`src/rtl/uart_tx.sv`:
```
// UART transmitter: start bit, 8 data bits LSB first, optional parity, 1/2 stop.
// Ports: clk, reset, prediv/parity_en/parity_odd/stop2/data/valid in; ready, txd, busy out.
module uart_tx #(
  parameter int DIV_WIDTH = 8,
  parameter int DATA_BITS = 8
) (
  input  logic                 clk,
  input  logic                 reset,
  input  logic [DIV_WIDTH-1:0] prediv,
  input  logic                 parity_en,
  input  logic                 parity_odd,
  input  logic                 stop2,
  input  logic [DATA_BITS-1:0] data,
  input  logic                 valid,
  output logic                 ready,
  output logic                 txd,
  output logic                 busy
);

  localparam int IW = $clog2(DATA_BITS);

  typedef enum logic [2:0] {
    S_IDLE,
    S_START,
    S_DATA,
    S_PARITY,
    S_STOP1,
    S_STOP2
  } state_e;

  state_e               state_q, state_d;
  logic [DIV_WIDTH-1:0] cnt_q, cnt_d;
  logic [DIV_WIDTH-1:0] div_q, div_d;
  logic [DATA_BITS-1:0] shift_q, shift_d;
  logic [IW-1:0]        idx_q, idx_d;
  logic                 par_en_q, par_en_d;
  logic                 par_q, par_d;
  logic                 stop2_q, stop2_d;
  logic                 txd_q, txd_d;
  logic                 bit_end;

  assign ready   = (state_q == S_IDLE) && !reset;
  assign busy    = (state_q != S_IDLE);
  assign txd     = txd_q;
  assign bit_end = (cnt_q == '0);

  always_comb begin
    state_d  = state_q;
    cnt_d    = cnt_q;
    div_d    = div_q;
    shift_d  = shift_q;
    idx_d    = idx_q;
    par_en_d = par_en_q;
    par_d    = par_q;
    stop2_d  = stop2_q;
    unique case (state_q)
      S_IDLE: begin
        if (valid && ready) begin
          state_d  = S_START;
          shift_d  = data;
          div_d    = prediv;
          cnt_d    = prediv;
          idx_d    = '0;
          par_en_d = parity_en;
          par_d    = (^data) ^ parity_odd;
          stop2_d  = stop2;
        end
      end
      default: begin
        if (!bit_end) begin
          cnt_d = cnt_q - DIV_WIDTH'(1);
        end else begin
          // every bit reloads from the latched divider
          cnt_d = div_q;
          unique case (state_q)
            S_START: state_d = S_DATA;
            S_DATA: begin
              shift_d = shift_q >> 1;
              idx_d   = idx_q + IW'(1);
              if (idx_q == IW'(DATA_BITS - 1)) begin
                state_d = par_en_q ? S_PARITY : S_STOP1;
              end
            end
            S_PARITY: state_d = S_STOP1;
            S_STOP1:  state_d = stop2_q ? S_STOP2 : S_IDLE;
            default:  state_d = S_IDLE;
          endcase
        end
      end
    endcase
  end

  // txd is registered from the next state so it lines up with state_q
  always_comb begin
    txd_d = 1'b1;
    unique case (state_d)
      S_START:  txd_d = 1'b0;
      S_DATA:   txd_d = shift_d[0];
      S_PARITY: txd_d = par_q;
      default:  txd_d = 1'b1;
    endcase
  end

  always_ff @(posedge clk) begin
    if (reset) begin
      state_q  <= S_IDLE;
      cnt_q    <= '0;
      div_q    <= '0;
      shift_q  <= '0;
      idx_q    <= '0;
      par_en_q <= 1'b0;
      par_q    <= 1'b0;
      stop2_q  <= 1'b0;
      txd_q    <= 1'b1;
    end else begin
      state_q  <= state_d;
      cnt_q    <= cnt_d;
      div_q    <= div_d;
      shift_q  <= shift_d;
      idx_q    <= idx_d;
      par_en_q <= par_en_d;
      par_q    <= par_d;
      stop2_q  <= stop2_d;
      txd_q    <= txd_d;
    end
  end

endmodule

```
`config.mk`:
```
export PLATFORM = sky130hd
export DESIGN_NAME = uart_tx
export DESIGN_NICKNAME = d
export VERILOG_FILES = /design/src/rtl/uart_tx.sv
export SDC_FILE = /design/constraint.sdc
export NUM_CORES = 1
export LEC_CHECK = 0
export BUFFER_PORTS_ARGS = -buffer_cell sky130_fd_sc_hd__buf_2
export CORE_MARGIN = 3
export CORE_UTILIZATION = 30
export DETAILED_ROUTE_END_ITERATION = 12
export GPL_TIMING_DRIVEN = 0
export SETUP_SLACK_MARGIN = 0.4
export SYNTH_ARGS = -nofsm -noshare
export SYNTH_HDL_FRONTEND = slang
export SYNTH_SLANG_ARGS = --single-unit
```
`constraint.sdc`:
```
create_clock -name clk -period 2.5 [get_ports clk]
set_clock_uncertainty 0.15 [all_clocks]
set_input_delay 0.25 -clock clk [delete_from_list [all_inputs] [get_ports clk]]
set_output_delay 0.25 -clock clk [all_outputs]
set_load 0.02 [all_outputs]
```
==> metrics.csv, run 1 <==
stage;metric;value;unit
sta;fmax;495;MHz
synth;synthesized flop and latch total;34;
final_layout;Ant. Diodes;0;
synth;Synth Area in Compound Gates;21.3;%
power_and_ir_drop;worst IR drop on VDD;0.316;mV
final_layout;Area Overhead vs Synth;25.7;%
sta;setup ws final;0.480;ns
grt;largest net degree at the start of global routing;13;
place;dpl hpwl;2970;µm
power_and_ir_drop;Leakage;0.000821;µW
clock_tree;Clock Tree Buf Depth;2;
setup_path;CP startpoint kind;register;
floorplanning;std cell rows;26;
synth;register area share after synthesis;40.1;%
grt;vias in the first global route;1570;
synth;mapped cell area;1700;µm²
sta;Period minus WS final;2.02;ns
synth;Post-Syn Area per Cell;8.29;µm²
grt;global-route usage over all layers;14.4;%
sta;part of the cycle the worst path needs;80.8;%
drt;First-pass DRT Iterations;4;
synth;largest family of logic cells by synthesized area;simple AND/OR/NAND/NOR gates;
floorplanning;Initial Util;32.0;%
grt;met2 GRT Util;22.8;%
synth;Synth Instances;205;
drt;Final ANT Viol Nets;0;
clock_tree;total CTS buffers;5;
sta;worst-margin pin slew;0.575;ns
place;number of port buffers;23;
synth;Synth top area share;40.1;%
grt;antenna violations before repair;0;
final_layout;area of the multi-input gates;956;µm²
clock_tree;CTS tree;done;
grt;met1 Usage GRT;18.3;%
synth;Yosys warning count;0;
grt;first-pass GRT wire length;7200;µm
drt;routed len/inst;13.8;µm
synth;synth top area cells;dfxtp_1, nand2_1, a21oi_1;
sta;# setup viols final;0;
final_layout;Fillers;548;
floorplanning;Chip Height;81.3;µm
sta;RSZ-0062 raised after global routing;true;
setup_path;Worst setup EP type;register;
floorplanning;Die ar.;6600;µm²
floorplanning;top-level port count;25;
synth;post-synth cell types;44;
grt;most utilized layer in the global route result;met2;
setup_path;Crit Path Category;reg -> reg;
place;gpl congestion;0.828;
sta;setup tns final;0;ns
clock_tree;Root Buffer;clkbuf_8;
final_layout;nets@finish;267;
setup_path;Worst Path Max Fanout;7;
synth;multiplexer share of the synthesized area;0.663;%
synth;post-synthesis xor/xnor area fraction;5.15;%
synth;adder-cell share of the synthesized area;2.21;%
flow_run;Max-Cap Viols;0;
setup_path;Req. time, crit path;2.57;ns
clock_tree;clk slew on worst S/H paths;0.08;ns
sta;Slew headroom;61.7;%
drt;Via density;5.11;
clock_tree;Clock Latency Late Sink;0.30;ns
drt;final wirelength;4310;µm
drt;initial detailed-routing violation count;71;
grt;GRT Residual Overflow;0;
sta;Slew Viols, Final;0;
synth;area leader, netlist;dfxtp_1;
final_layout;Reg area;686;µm²
drt;Vias;1600;
floorplanning;die width;81.3;µm
drt;DRC viols;0;
min_path;Hold WC Path Type;in -> reg;
status;status;complete, no violations;
place;Placement Setup Slack;0.339;ns
floorplanning;core area;5300;µm²
power_and_ir_drop;PwrDens;933;nW/µm²
clock_tree;H-tree depth;2;
sta;Final Hold Viols;0;
synth;Net Count, Synth;230;
synth;post-synthesis simple-gate area fraction;25.4;%
final_layout;share of cells above drive strength 1;23.0;%
grt;met3 usage;3.99;%
setup_path;CP arrival;2.09;ns
sta;hold_ws;0.0486;ns
clock_tree;CTS Sinks;34;
power by group:
part	internal [µW]	switching, µW
combinational	308	374
sequential	617	74.8
clock	399	221
total	1320	669
through the flow:
step / power, µW / util, % / cell area, µm² / cells
floorplan: 1150 / - / 1700 / 205
global placement: 1300 / 35.9 / 1900 / 298
detailed placement: 1300 / 35.9 / 1900 / 298
CTS: 1940 / 39.0 / 2070 / 308
global route: 2120 / 40.3 / 2140 / 313
finish: 1990 / 40.3 / 2140 / 313
cell usage in the layout, fill, tap and decap left out, types with 2 or more instances in the layout:
cell type,count
a22oi_1,6
nand2_1,35
bufinv_16,2
dlygate4sd3_1,2
nor2b_1,5
o21ai_0,4
buf_4,6
xnor2_1,7
dfxtp_1,32
a21oi_1,26
clkbuf_1,4
inv_1,4
nor3_1,2
clkbuf_8,5
nor2_1,9
buf_2,25
a211oi_1,5
ha_1,2
nand3_1,15
o211ai_1,5
buf_8,2
xor2_1,3
a31oi_1,4
layout make-up:
class                           instances  share of cell area [%]
Buffer                                 11                    3.81
Clock buffer                            5                    3.22
Sequential cell                        34                    32.1
Timing Repair Buffer                   30                    8.08
Tap cell                               70                    4.10
Inverter                                4                   0.703
Multi-Input combinational cell        156                    44.8
Clock inverter                          3                    3.22
cell usage after synthesis, drive strengths merged:
master,n
a32o,1
ha,3
or4b,2
a211oi,5
and3,1
and3b,1
a31oi,4
clkbuf,5
nand2b,1
nand3,15
nand2,36
a311oi,1
o211ai,5
xnor2,7
nor4,1
buf,6
mux2,1
o21ai,5
or3,1
o31ai,1
nor3,4
nor4b,1
nor2b,5
a21oi,26
and2,2
o311ai,1
xor2,3
and4,1
a221o,1
inv,4
a221oi,1
nor3b,1
nor2,11
dfxtp,34
a22oi,7
or4,1
worst max-delay path, cell delays in order, from the launching register on:
cell	delay, ns
dfxtp_4	0.37
inv_1	0.05
ha_2	0.20
nor4b_4	0.13
buf_4	0.17
and2_2	0.21
a221o_1	0.36
and4_1	0.16
o211ai_1	0.15
registers in the layout, indices dropped and copies added (netlist names):
signal	cells
par_en_q	1
stop2_q	1
div_q	8
state_q	3
shift_q	8
cnt_q	8
txd	1
idx_q	3
par_q	1
per-layer routing:
layer | up-vias | wire length (µm) | share of wire [%]
li1 | 811 | - | -
met1 | 746 | 2110 | 49
met2 | 34 | 1900 | 44
met3 | 9 | 208 | 4.8
met4 | 0 | 91 | 2.1
met5 | - | 0 | 0
what timing repair did:
| item | CTS | global route |
|---|---|---|
| gates cloned | 0 | 0 |
| setup endpoints to repair | 3 | 15 |
| gates resized for setup | 4 | 12 |
| hold buffers | 2 | 0 |
| setup buffers | 0 | 5 |
| endpoints found under the hold margin | 2 | 0 |
| pin swaps | 0 | 2 |
cells by family after synthesis:
family                     Yosys count
AOI/OAI and AO/OA                   58
adders and majority gates            3
buffers and inverters               15
and+or+nand+nor                     84
muxes                                1
DFF                                 34
xor gates and xnor gates            10
final timing paths:
kind              start    endpoint  slack (ns)  depth (start not counted)
max            cnt_q[0]         txd        0.48                          8
min           prediv[3]    div_q[3]        0.05                          3
max reg2reg    cnt_q[0]         txd        0.48                          8
min reg2reg  shift_q[3]  shift_q[3]        0.30                          2
(Power assumes the default switching activity.)
==> run 2: changes to the inputs <==
==> constraint.sdc (replaced) <==
create_clock -name clk -period 1.8 [get_ports clk]
set_clock_uncertainty 0.15 [all_clocks]
set_input_delay 0.18 -clock clk [delete_from_list [all_inputs] [get_ports clk]]
set_output_delay 0.18 -clock clk [all_outputs]
set_load 0.02 [all_outputs]
==> run 2 against run 1 <==
  * Combinational power rose to 2.9 times the previous value
  * Die area did not move
  * The flow now finishes with violations (setup timing)
  * First-iteration DRC count up 63%
==> metrics.csv, run 2 (synthesis gave the netlist of run 1 again) <==
stage;metric;value;unit;change
status;status;complete, but fails checks;;
status;failing checks;setup timing;;
setup_path;CP arrival;1.98;ns;-0.11 ns
power_and_ir_drop;Leakage;0.00115;µW;+40%
drt;Vias;1871;;+17%
sta;fmax;519;MHz;+4.9%
sta;setup ws final;-0.126;ns;-0.606 ns
final_layout;Regs by FF count;cnt_q (8), div_q (8), shift_q (8);;
setup_path;FF-to-FF setup slack;-0.13;ns;-0.61 ns
drt;WL met1;2470;µm;+17%
flow_run;Max-Cap Viols;0;;unchanged
floorplanning;Chip Height;81.3;µm;unchanged
clock_tree;Root Buffer;clkbuf_8;;
drt;DR WL met2;2810;µm;+48%
min_path;Hold WC Path Type;in -> reg;;
setup_path;CP startpoint kind;register;;
sta;Final Hold Viols;0;;unchanged
final_layout;nets@finish;311;;+16%
floorplanning;die width;81.3;µm;unchanged
clock_tree;CTS tree;done;;
clock_tree;clk slew on worst S/H paths;0.07;ns;about the same
sta;hold_ws;0.0119;ns;-0.0368 ns
floorplanning;core area;5300;µm²;unchanged
sta;RSZ-0062 raised after global routing;true;;
final_layout;Ant. Diodes;0;;unchanged
place;Placement Setup Slack;-0.246;ns;-0.586 ns
power_and_ir_drop;Total Power;3520;µW;+76%
sta;Period minus WS final;1.93;ns;-0.0938 ns
place;dpl hpwl;3070;µm;+3.2%
place;number of port buffers;23;;unchanged
power_and_ir_drop;PwrDens;1230;nW/µm²;+31%
power_and_ir_drop;worst IR drop on VDD;0.479;mV;+52%
drt;highest metal used;met4;;
setup_path;Req. time, crit path;1.85;ns;-0.72 ns
setup_path;Worst setup EP type;register;;
final_layout;Layout Cells excl Fill;357;;+14%
clock_tree;total CTS buffers;5;;unchanged
drt;Final ANT Viol Nets;0;;unchanged
drt;Via density;5.24;;+2.5%
final_layout;share of cells above drive strength 1;50.5;%;+27 points
clock_tree;CTS Sinks;34;;unchanged
grt;antenna violations before repair;0;;unchanged
drt;initial detailed-routing violation count;116;;+63%
drt;final wirelength;5820;µm;+35%
drt;First-pass DRT Iterations;4;;unchanged
floorplanning;Initial Util;32.0;%;unchanged
drt;routed len/inst;16.3;µm;+18%
drt;DRC viols;0;;unchanged
floorplanning;std cell rows;26;;unchanged
place;gpl congestion;0.805;;-2.8%
place;placed cells;298;;unchanged
grt;largest net degree at the start of global routing;11;;-2
final_layout;Area Overhead vs Synth;68.9;%;
sta;Slew Viols, Final;0;;unchanged
sta;Slew headroom;55.5;%;-6.2 points
clock_tree;H-tree depth;2;;unchanged
sta;part of the cycle the worst path needs;107;%;+26 points
final_layout;Fillers;450;;-18%
final_layout;commonest non-fill, non-tap cell in the layout;dfxtp_1;;
setup_path;Crit Path Category;reg -> reg;;
sta;# setup viols final;26;;+26
clock_tree;Clock Tree Buf Depth;2;;unchanged
grt;vias in the first global route;1782;;+14%
sta;worst-margin pin slew;0.667;ns;+0.0923 ns
grt;GRT Residual Overflow;0;;unchanged
clock_tree;Clock Latency Late Sink;0.28;ns;-0.02 ns
setup_path;Worst Path Max Fanout;6;;-1
final_layout;most frequent cells in the layout;dfxtp_1, buf_4, nand2_1, buf_2, buf_6;;
drt;met3 WL;374;µm;+80%
grt;first-pass GRT wire length;8760;µm;+22%
floorplanning;Die ar.;6600;µm²;unchanged
floorplanning;top-level port count;25;;unchanged
grt;global-route usage over all layers;17.4;%;+3.0 points
==> run 2: report_power, final <==
part | leakage (µW) | total, µW | switching, µW | internal [µW]
Combinational | 0.000823 | 1960 | 904 | 1060
Clock | 0.0000482 | 586 | 278 | 309
Sequential | 0.000281 | 972 | 114 | 858
==> run 2: final timing paths <==
path / from / to / cells past startpoint
max: state_q[0] / div_q[3] / 8
min: prediv[1] / div_q[1] / 3
max reg2reg: state_q[0] / div_q[3] / 8
min reg2reg: shift_q[2] / shift_q[2] / 2
==> run 2: per-stage QoR <==
| step | TNS, ns | instance area, µm² | util (%) |
|---|---|---|---|
| finish | -1.78 | 2870 | 54.1 |
| global route | -3.88 | 2870 | 54.1 |
| CTS | -1.14 | 2640 | 49.7 |
| detailed placement | -2.20 | 1980 | 37.4 |
| global placement | -2.33 | 1980 | 37.4 |
| floorplan | 0 | 1780 | - |
==> run 2: per-layer routing <==
metal	up-vias	GRT usage (%)
li1	902	-
met4	0	7.26
met1	879	22.7
met2	74	27.1
met5	-	0
met3	16	4.55
==> run 2: layout make-up <==
class | instances | area, µm² | share of cell area (%)
clock buffers | 7 | 86.3 | 3.01
clock inverters | 1 | 5.00 | 0.174
inverters | 4 | 15.0 | 0.523
flip-flops and latches | 34 | 694 | 24.2
well taps | 70 | 87.6 | 3.05
multi-input cells | 156 | 1230 | 43.0
plain buffers | 11 | 110 | 3.84
repair buffers | 74 | 637 | 22.2
==> run 2: repair_timing <==
item,CTS,global route
gates resized for setup,51,33
endpoints found under the setup margin,36,36
gates cloned,1,1
hold endpoints to repair,6,0
pin swaps,13,28
hold buffers,6,0
buffers inserted,34,9
==> run 2: critical path: stages, from the launching register on <==
cell and delay [ns]:
dfxtp_2 0.32, buf_6 0.11, or4b_4 0.47, buf_6 0.14, nor2_4 0.13, buf_8 0.16
buf_8 0.13, nand2_1 0.07, a21oi_1 0.15
